File: src/rtl/hazard_sequencer.sv
// hazard_sequencer: pipeline hazard and sequencing controller for the 5-stage core.
// Resolves EX-stage forwarding, load-use stalls and taken-branch flushes. It freezes
// the whole pipeline while a data-memory access is pending and raises a fault if the
// access times out. It also keeps stall and flush performance counters.
module hazard_sequencer #(
   parameter int TIMEOUT = 16,   // max MEM_WAIT cycles before faulting (1..255)
   parameter int CNT_W   = 32    // performance counter width
) (
   input  logic             clk,
   input  logic             reset,
   // Decode stage
   input  logic [4:0]       rs1_d,
   input  logic [4:0]       rs2_d,
   // Execute stage
   input  logic [4:0]       rs1_e,
   input  logic [4:0]       rs2_e,
   input  logic [4:0]       rd_e,
   input  logic [1:0]       result_src_e,
   input  logic             pcsrc_e,
   // Memory stage
   input  logic [4:0]       rd_m,
   input  logic             regwrite_m,
   input  logic             dmem_valid_m,
   input  logic             dmem_ready,
   // Writeback stage
   input  logic [4:0]       rd_w,
   input  logic             regwrite_w,
   // Fault handling
   input  logic             fault_clr,
   // Pipeline register controls
   output logic             stall_f,
   output logic             stall_d,
   output logic             stall_e,
   output logic             stall_m,
   output logic             flush_d,
   output logic             flush_e,
   output logic             flush_w,
   // Forwarding selects: 00 register file, 01 writeback, 10 memory
   output logic [1:0]       forward_a_e,
   output logic [1:0]       forward_b_e,
   // Status and counters
   output logic             mem_fault,
   output logic             busy,
   output logic [CNT_W-1:0] stall_cnt,
   output logic [CNT_W-1:0] flush_cnt
);

   typedef enum logic [1:0] {
      RUN      = 2'b00,
      MEM_WAIT = 2'b01,
      FAULT    = 2'b10
   } state_t;

   localparam logic [1:0] FWD_NONE = 2'b00;
   localparam logic [1:0] FWD_WB   = 2'b01;
   localparam logic [1:0] FWD_MEM  = 2'b10;
   localparam logic [1:0] RES_LOAD = 2'b01;
   localparam logic [7:0] TIMEOUT_C = 8'(TIMEOUT);

   state_t     state;
   logic [7:0] wait_cnt;
   logic       lw_stall;
   logic       mem_hold;
   logic       freeze;

   // Forwarding: the younger (memory-stage) producer wins over writeback; x0 is never forwarded.
   always_comb begin
      // NOTE: every always_comb output gets a default first so no path can infer a latch.
      forward_a_e = FWD_NONE;
      forward_b_e = FWD_NONE;
      if (regwrite_m && (rd_m != 5'd0) && (rd_m == rs1_e))
         forward_a_e = FWD_MEM;
      else if (regwrite_w && (rd_w != 5'd0) && (rd_w == rs1_e))
         forward_a_e = FWD_WB;
      if (regwrite_m && (rd_m != 5'd0) && (rd_m == rs2_e))
         forward_b_e = FWD_MEM;
      else if (regwrite_w && (rd_w != 5'd0) && (rd_w == rs2_e))
         forward_b_e = FWD_WB;
   end

   // Hazard detection terms, all from this cycle's inputs.
   assign lw_stall = (result_src_e == RES_LOAD) && (rd_e != 5'd0) &&
                     ((rd_e == rs1_d) || (rd_e == rs2_d));
   assign mem_hold = dmem_valid_m && !dmem_ready;
   assign freeze   = mem_hold || (state == FAULT);

   // Stall/flush priority: memory freeze, then taken branch, then load-use.
   always_comb begin
      stall_f = 1'b0;
      stall_d = 1'b0;
      stall_e = 1'b0;
      stall_m = 1'b0;
      flush_d = 1'b0;
      flush_e = 1'b0;
      flush_w = 1'b0;
      if (freeze) begin
         // Whole pipeline held; the EX instruction is re-evaluated once memory completes.
         stall_f = 1'b1;
         stall_d = 1'b1;
         stall_e = 1'b1;
         stall_m = 1'b1;
         flush_w = 1'b1;
      end else if (pcsrc_e) begin
         // Decode holds a wrong-path instruction, so its load-use hazard is irrelevant.
         flush_d = 1'b1;
         flush_e = 1'b1;
      end else if (lw_stall) begin
         stall_f = 1'b1;
         stall_d = 1'b1;
         flush_e = 1'b1;
      end
   end

   // Memory-wait FSM with registered busy flag and one-cycle timeout pulse.
   always_ff @(posedge clk or posedge reset) begin
      if (reset) begin
         state     <= RUN;
         wait_cnt  <= 8'd0;
         mem_fault <= 1'b0;
         busy      <= 1'b0;
      end else begin
         // NOTE: sequential state uses non-blocking assignments so every register samples pre-edge values.
         mem_fault <= 1'b0;
         case (state)
            RUN: begin
               if (mem_hold) begin
                  state    <= MEM_WAIT;
                  wait_cnt <= 8'd1;
                  busy     <= 1'b1;
               end
            end
            MEM_WAIT: begin
               if (dmem_ready) begin
                  state    <= RUN;
                  wait_cnt <= 8'd0;
                  busy     <= 1'b0;
               end else if (wait_cnt == TIMEOUT_C) begin
                  state     <= FAULT;
                  mem_fault <= 1'b1;
               end else begin
                  wait_cnt <= wait_cnt + 8'd1;
               end
            end
            FAULT: begin
               if (fault_clr) begin
                  state    <= RUN;
                  wait_cnt <= 8'd0;
                  busy     <= 1'b0;
               end
            end
            default: begin
               state    <= RUN;
               wait_cnt <= 8'd0;
               busy     <= 1'b0;
            end
         endcase
      end
   end

   // Performance counters: stall cycles and branch/jump flush events, wrapping.
   always_ff @(posedge clk or posedge reset) begin
      if (reset) begin
         stall_cnt <= '0;
         flush_cnt <= '0;
      end else begin
         if (stall_f)
            stall_cnt <= stall_cnt + CNT_W'(1);
         if (flush_d)
            flush_cnt <= flush_cnt + CNT_W'(1);
      end
   end

endmodule

File: config.mk
export PLATFORM = sky130hd
export DESIGN_NAME = hazard_sequencer
export DESIGN_NICKNAME = d
export VERILOG_FILES = /design/src/rtl/hazard_sequencer.sv
export SDC_FILE = /design/constraint.sdc
export NUM_CORES = 1
export LEC_CHECK = 0
export BUFFER_PORTS_ARGS = -buffer_cell sky130_fd_sc_hd__buf_4
export CAP_MARGIN = 20
export CORE_ASPECT_RATIO = 1.2
export CORE_UTILIZATION = 55
export CTS_CLUSTER_DIAMETER = 30
export DETAILED_ROUTE_END_ITERATION = 6
export PLACE_DENSITY = 0.85
export SLEW_MARGIN = 20
export SYNTH_ARGS = -nofsm -noshare
export SYNTH_HDL_FRONTEND = slang
export SYNTH_SLANG_ARGS = --single-unit
File: constraint.sdc
create_clock -name clk -period 6 [get_ports clk]
set_input_delay 0.6 -clock clk [delete_from_list [all_inputs] [get_ports clk]]
set_output_delay 0.6 -clock clk [all_outputs]
set_load 0.02 [all_outputs]
# --- After elaboration in Yosys (flattened, before gate mapping) ---
# Cells that the tools add are included.
totals:
  regBits: 76
  in_bits: 45
  output_inout_bits: 77
op_classes:
  n_addsub: 3
  eq_ne: 15
  mux: 29
  reduce_logical: 19
ops:
  columns: ["cell", "n"]
  rows:
  - ["adder 32 x 1 -> 32 bit, second input constant", 2]
  - ["two-way mux 8 bit", 4]
  - ["== test 5 bit", 6]
  - ["one-hot mux 8 bit (3 select lines)", 1]
  - ["two-way mux 1 bit", 16]
  - ["nonzero test 5 bit", 3]
  - ["two-way mux 2 bit", 6]
  - ["logical AND 1 bit", 9]
  - ["AND reduction 3 bit", 3]
  - ["adder 8 x 1 -> 8 bit, second input constant", 1]
  - ["== test 8 x 5 -> 1 bit, second input constant", 1]
  - ["!= test 2 bit, second input constant", 3]
  - ["!= test 3 bit, second input constant", 2]
  - ["one-hot mux 2 bit (3 select lines)", 1]
  - ["== test 2 x 1 -> 1 bit, second input constant", 2]
  - ["one-hot mux 1 bit (3 select lines)", 1]
  - ["== test 2 bit, second input constant", 1]
  - ["logical NOT 2 bit", 1]
  - ["logical OR 1 bit", 2]
  - ["logical NOT 1 bit", 1]

# --- Logic depth before layout (Yosys ltp) ---
logic_depth:
  ltp_word: 6
  mapped_depth: 7
  ltp_nobuf: 7

# --- Worst setup path after synthesis ---
# Ideal clock, no wire load.
synth_path:
  path_type: "input port to output port"
  start: "input rd_m[1]"
  end: "output forward_a_e[0]"
  arrival_ns: 2.217
  required_ns: 5.400
  setup_slack_ns: 3.183
  cell_stages: 4
  cell_sequence: "or4_1 o21ai_0 nor4_1 nor4_1"
synth_between:
  elab_chain_len: 4
  word_cells_on_any_way: 5
  cone_classes: "eq/ne: 1; mux: 1; reduce/logical: 3"
synth_lines:
  columns: ["item", "line_no", "source"]
  rows:
  - ["start, declared", "21", "input logic [4:0] rd_m,"]
  - ["nonzero test 5 bit", "71", "if (regwrite_m && (rd_m != 5'd0) && (rd_m == rs1_e))"]
  - ["logical AND 1 bit", "71", null]
  - ["logical AND 1 bit *", "71", null]
  - ["two-way mux 2 bit *", "71", null]
  - ["end, declared", "39", "output logic [1:0] forward_a_e,"]
# Every way passes the cells marked *; elsewhere a longest branch is shown, timed or not.

# --- Final worst setup path ---
layout_path:
  start: "input rd_m[1]"
  end: "output forward_b_e[0]"
layout_between:
  elab_chain_len: 4
  word_cells_on_any_way: 5
  cone_classes: "eq/ne: 1; mux: 1; reduce/logical: 3"
layout_lines:
  columns: ["item", "line_no", "source"]
  rows:
  - ["nonzero test 5 bit", "75", "if (regwrite_m && (rd_m != 5'd0) && (rd_m == rs2_e))"]
  - ["logical AND 1 bit", "75", null]
  - ["logical AND 1 bit *", "75", null]
  - ["two-way mux 2 bit *", "75", null]
  - ["end, declared", "40", "output logic [1:0] forward_b_e,"]
# Marked as above.

==> metrics.cfg <==
[clock_network]
cts.sinks = 76
ctsHoldBuffers = 0
root_buffer = clkbuf_8
cts_tree = yes
clk_latency_ns = 0.34
post_cts_buffers = 0
cts_resized = 0
cts_buffers = 9
htree_levels = 3
cts.reportedPaths.clkPinSlew_ns = 0.08
clockBufferDepth = 2

[synth]
synth.avg_cell_area_um2 = 10.4
ys_seq_area_share_pct = 47.1
syn_area_mm2 = 0.00404
yosysWarningCount = 0
synth_flop_cell = dfrtp_1
synth_edf_count = 0
synth_seq_cells = 76
synth_cell_types = 50
synthArstFlopShare_pct = 100
synth_fp_nets = 438
syn_inst = 389

[setup_path]
crit_chain = buf_4, or4_1, o21ai_0, nor4_1, nor4_1, buf_4
start_kind = input port
r2r-start = state[0]$_DFFE_PP0P_
reg2reg_to = flush_cnt[29]$_DFFE_PP0P_
cp.required_ns = 5.40
crit_path_top_delay_cell = or4_1
critPathCaptureType = output pin
ff2ff_setup_slack_ns = 4.02
cp.arrival_ns = 2.16
slowest_delay_ns = 0.51
r2r_cells = 6
startpoint = rd_m[1]
crit_type = input port to output pin
critPathMaxFanout = 3
cp-endpoint = forward_b_e[0]

[place]
place_inst = 589
gp_congestion = 0.770
dpl.hpwl_um = 6540
numPortBuffers = 121

[grt]
grt_start_max_net_pins = 77
grt_overflow = 0
grt_pass1_vias = 3208
gr-usage-all-layers_pct = 24.2
grt_pass1_wl_um = 14400
antenna_found_initial = 0

[sta]
hold_violations = 0
final.period_utilization_pct = 45.9
fin_setup_tns_ns = 0
worst_slew_pin_slew_ns = 1.04
grt_setup_unrepaired = no
finalSetupViolations = 0
maxSlewViolCount = 0
timing.fmax_ghz = 0.363
finClkSkew_ns = 0.0125
slew_headroom_pct = 30.0
fin_crit_ns = 2.76

[floorplan]
die_y_um = 95.8
num_io_pins = 122
start_util_pct = 57.8
rows = 33
core_mm2 = 0.00698
die_x_um = 80.2
die_area_mm2 = 0.00768

[power_and_ir_drop]
sequentialPowerShare_pct = 47.5
ir_drop_mv = 0.139
power_leakage_nw = 2.49
p_per_area_mw_per_mm2 = 250
clkPwrFrac_pct = 30.3
p_int_w = 0.000905
p_comb_share_pct = 22.2
p_sw_w = 0.000394
p_sw_share_pct = 30.3

[route]
totalWireLength_um = 8860
num_vias = 3363
first_iter_violations = 118
avgRoutedWirePerCell_um = 14.7
viasPerCell = 5.57
antenna_left = 0
drc = 0
drt-pass1-iter-count = 4

[layout]
drive_gt1_share_pct = 30.8
fin_nets = 562
utilization_pct = 74.6
syn_to_final_growth_pct = 29.0
layoutNonFillerInstCount = 604
final_cell_mix = 123 x buf_4, 76 x dfrtp_1, 56 x xnor2_1, 36 x xor2_1, 29 x nand3_1
mostFrequentLayoutCell = buf_4
num_antenna_cells = 0

[worst_hold_path]
hold_depth = 2
min_path_type = input port to flip-flop

[job]
cap_violations = 0

[status]
status = complete, no violations

stage by stage:
| stage | hold WS, ns | area, um^2 | power [W] | worst slack, ns |
|---|---|---|---|---|
| final | 0.465 | 5200 | 0.00130 | 3.24 |
| after global routing | 0.449 | 5200 | 0.00136 | 3.17 |
| after CTS | 0.446 | 5200 | 0.00131 | 3.22 |
| after detailed placement | 0.469 | 5000 | 0.000917 | 3.24 |
| after global placement | 0.461 | 5000 | 0.000910 | 3.39 |
| after floorplan | 0.452 | 4040 | 0.000782 | 3.18 |
layout make-up:
| type | instances | area (um^2) |
|---|---|---|
| timing repair buffer | 123 | 923 |
| sequential | 76 | 1900 |
| fill | 501 | 1770 |
| multi-input combinational | 291 | 2020 |
| clock buffer | 11 | 151 |
| tap | 87 | 109 |
| clock inverter | 4 | 48.8 |
| inverter | 12 | 45.0 |
power groups by stage:
stage | Combinational [W] | Sequential (W) | Clock, W
finish | 0.000288 | 0.000617 | 0.000393
global route | 0.000316 | 0.000625 | 0.000423
CTS | 0.000292 | 0.000617 | 0.000402
detailed placement | 0.000291 | 0.000626 | 0
global placement | 0.000285 | 0.000625 | 0
floorplan | 0.000120 | 0.000662 | 0
synth_stat cells, types with 2 or more instances:
master	count	area (um^2)
and2_1	4	25.0
o21ai_0	15	75.1
dfrtp_1	76	1900
nor4_1	4	25.0
and4_1	4	35.0
a21oi_1	2	10.0
mux2_2	2	22.5
xor2_1	36	315
nor2_1	24	90.1
nor4_2	2	25.0
nand4_1	22	138
or4_1	5	37.5
and3_4	2	22.5
and3_1	17	106
ha_1	4	50.1
nand3_1	29	145
o21ai_2	2	17.5
inv_1	12	45.0
nor3_1	8	40.0
o31ai_1	2	15.0
nand2_1	26	97.6
xnor2_1	56	490
buf_2	3	15.0
nor3_2	3	30.0
buf_4	4	30.0
critical path, delay by kind of cell:
| family | cells | cell delay (ns) |
|---|---|---|
| and+or+nand+nor | 3 | 1.00 |
| buffers and inverters | 2 | 0.33 |
| AOI/OAI and AO/OA | 1 | 0.22 |
worst min-delay path by stage:
stage | from | end | slack [ns]
global placement | flush_cnt[31]$_DFFE_PP0P_ | flush_cnt[31]$_DFFE_PP0P_ | 0.46
finish | fault_clr | state[1]$_DFFE_PP0P_ | 0.47
detailed placement | flush_cnt[31]$_DFFE_PP0P_ | flush_cnt[31]$_DFFE_PP0P_ | 0.47
floorplan | wait_cnt[7]$_DFFE_PP0P_ | wait_cnt[7]$_DFFE_PP0P_ | 0.45
CTS | fault_clr | state[1]$_DFFE_PP0P_ | 0.45
global route | fault_clr | state[1]$_DFFE_PP0P_ | 0.45
sequential cells by signal, indices dropped and copies added (netlist names):
name       cells
flush_cnt     32
state          2
mem_fault      1
wait_cnt       8
busy           1
stall_cnt     32
cell families (layout without fill, tap and decap cells):
logic type | Yosys count | after routing | synth area share (%)
mux | 3 | 3 | 0.806
flops | 76 | 76 | 47.1
buf+inv | 22 | 150 | 2.70
fa+ha+maj | 4 | 4 | 1.24
xor+xnor | 92 | 92 | 20.0
simple gates | 163 | 163 | 23.6
compound gates | 29 | 29 | 4.56
metal layers:
layer  wire length [um]  vias up  GRT usage, %
li1                   -     1606             -
met5                  0        -             0
met3                444       14          5.31
met2               4380      109          40.4
met1               3880     1634          30.4
met4                159        0          9.82
No activity file was read; power rests on OpenSTA's default activity.
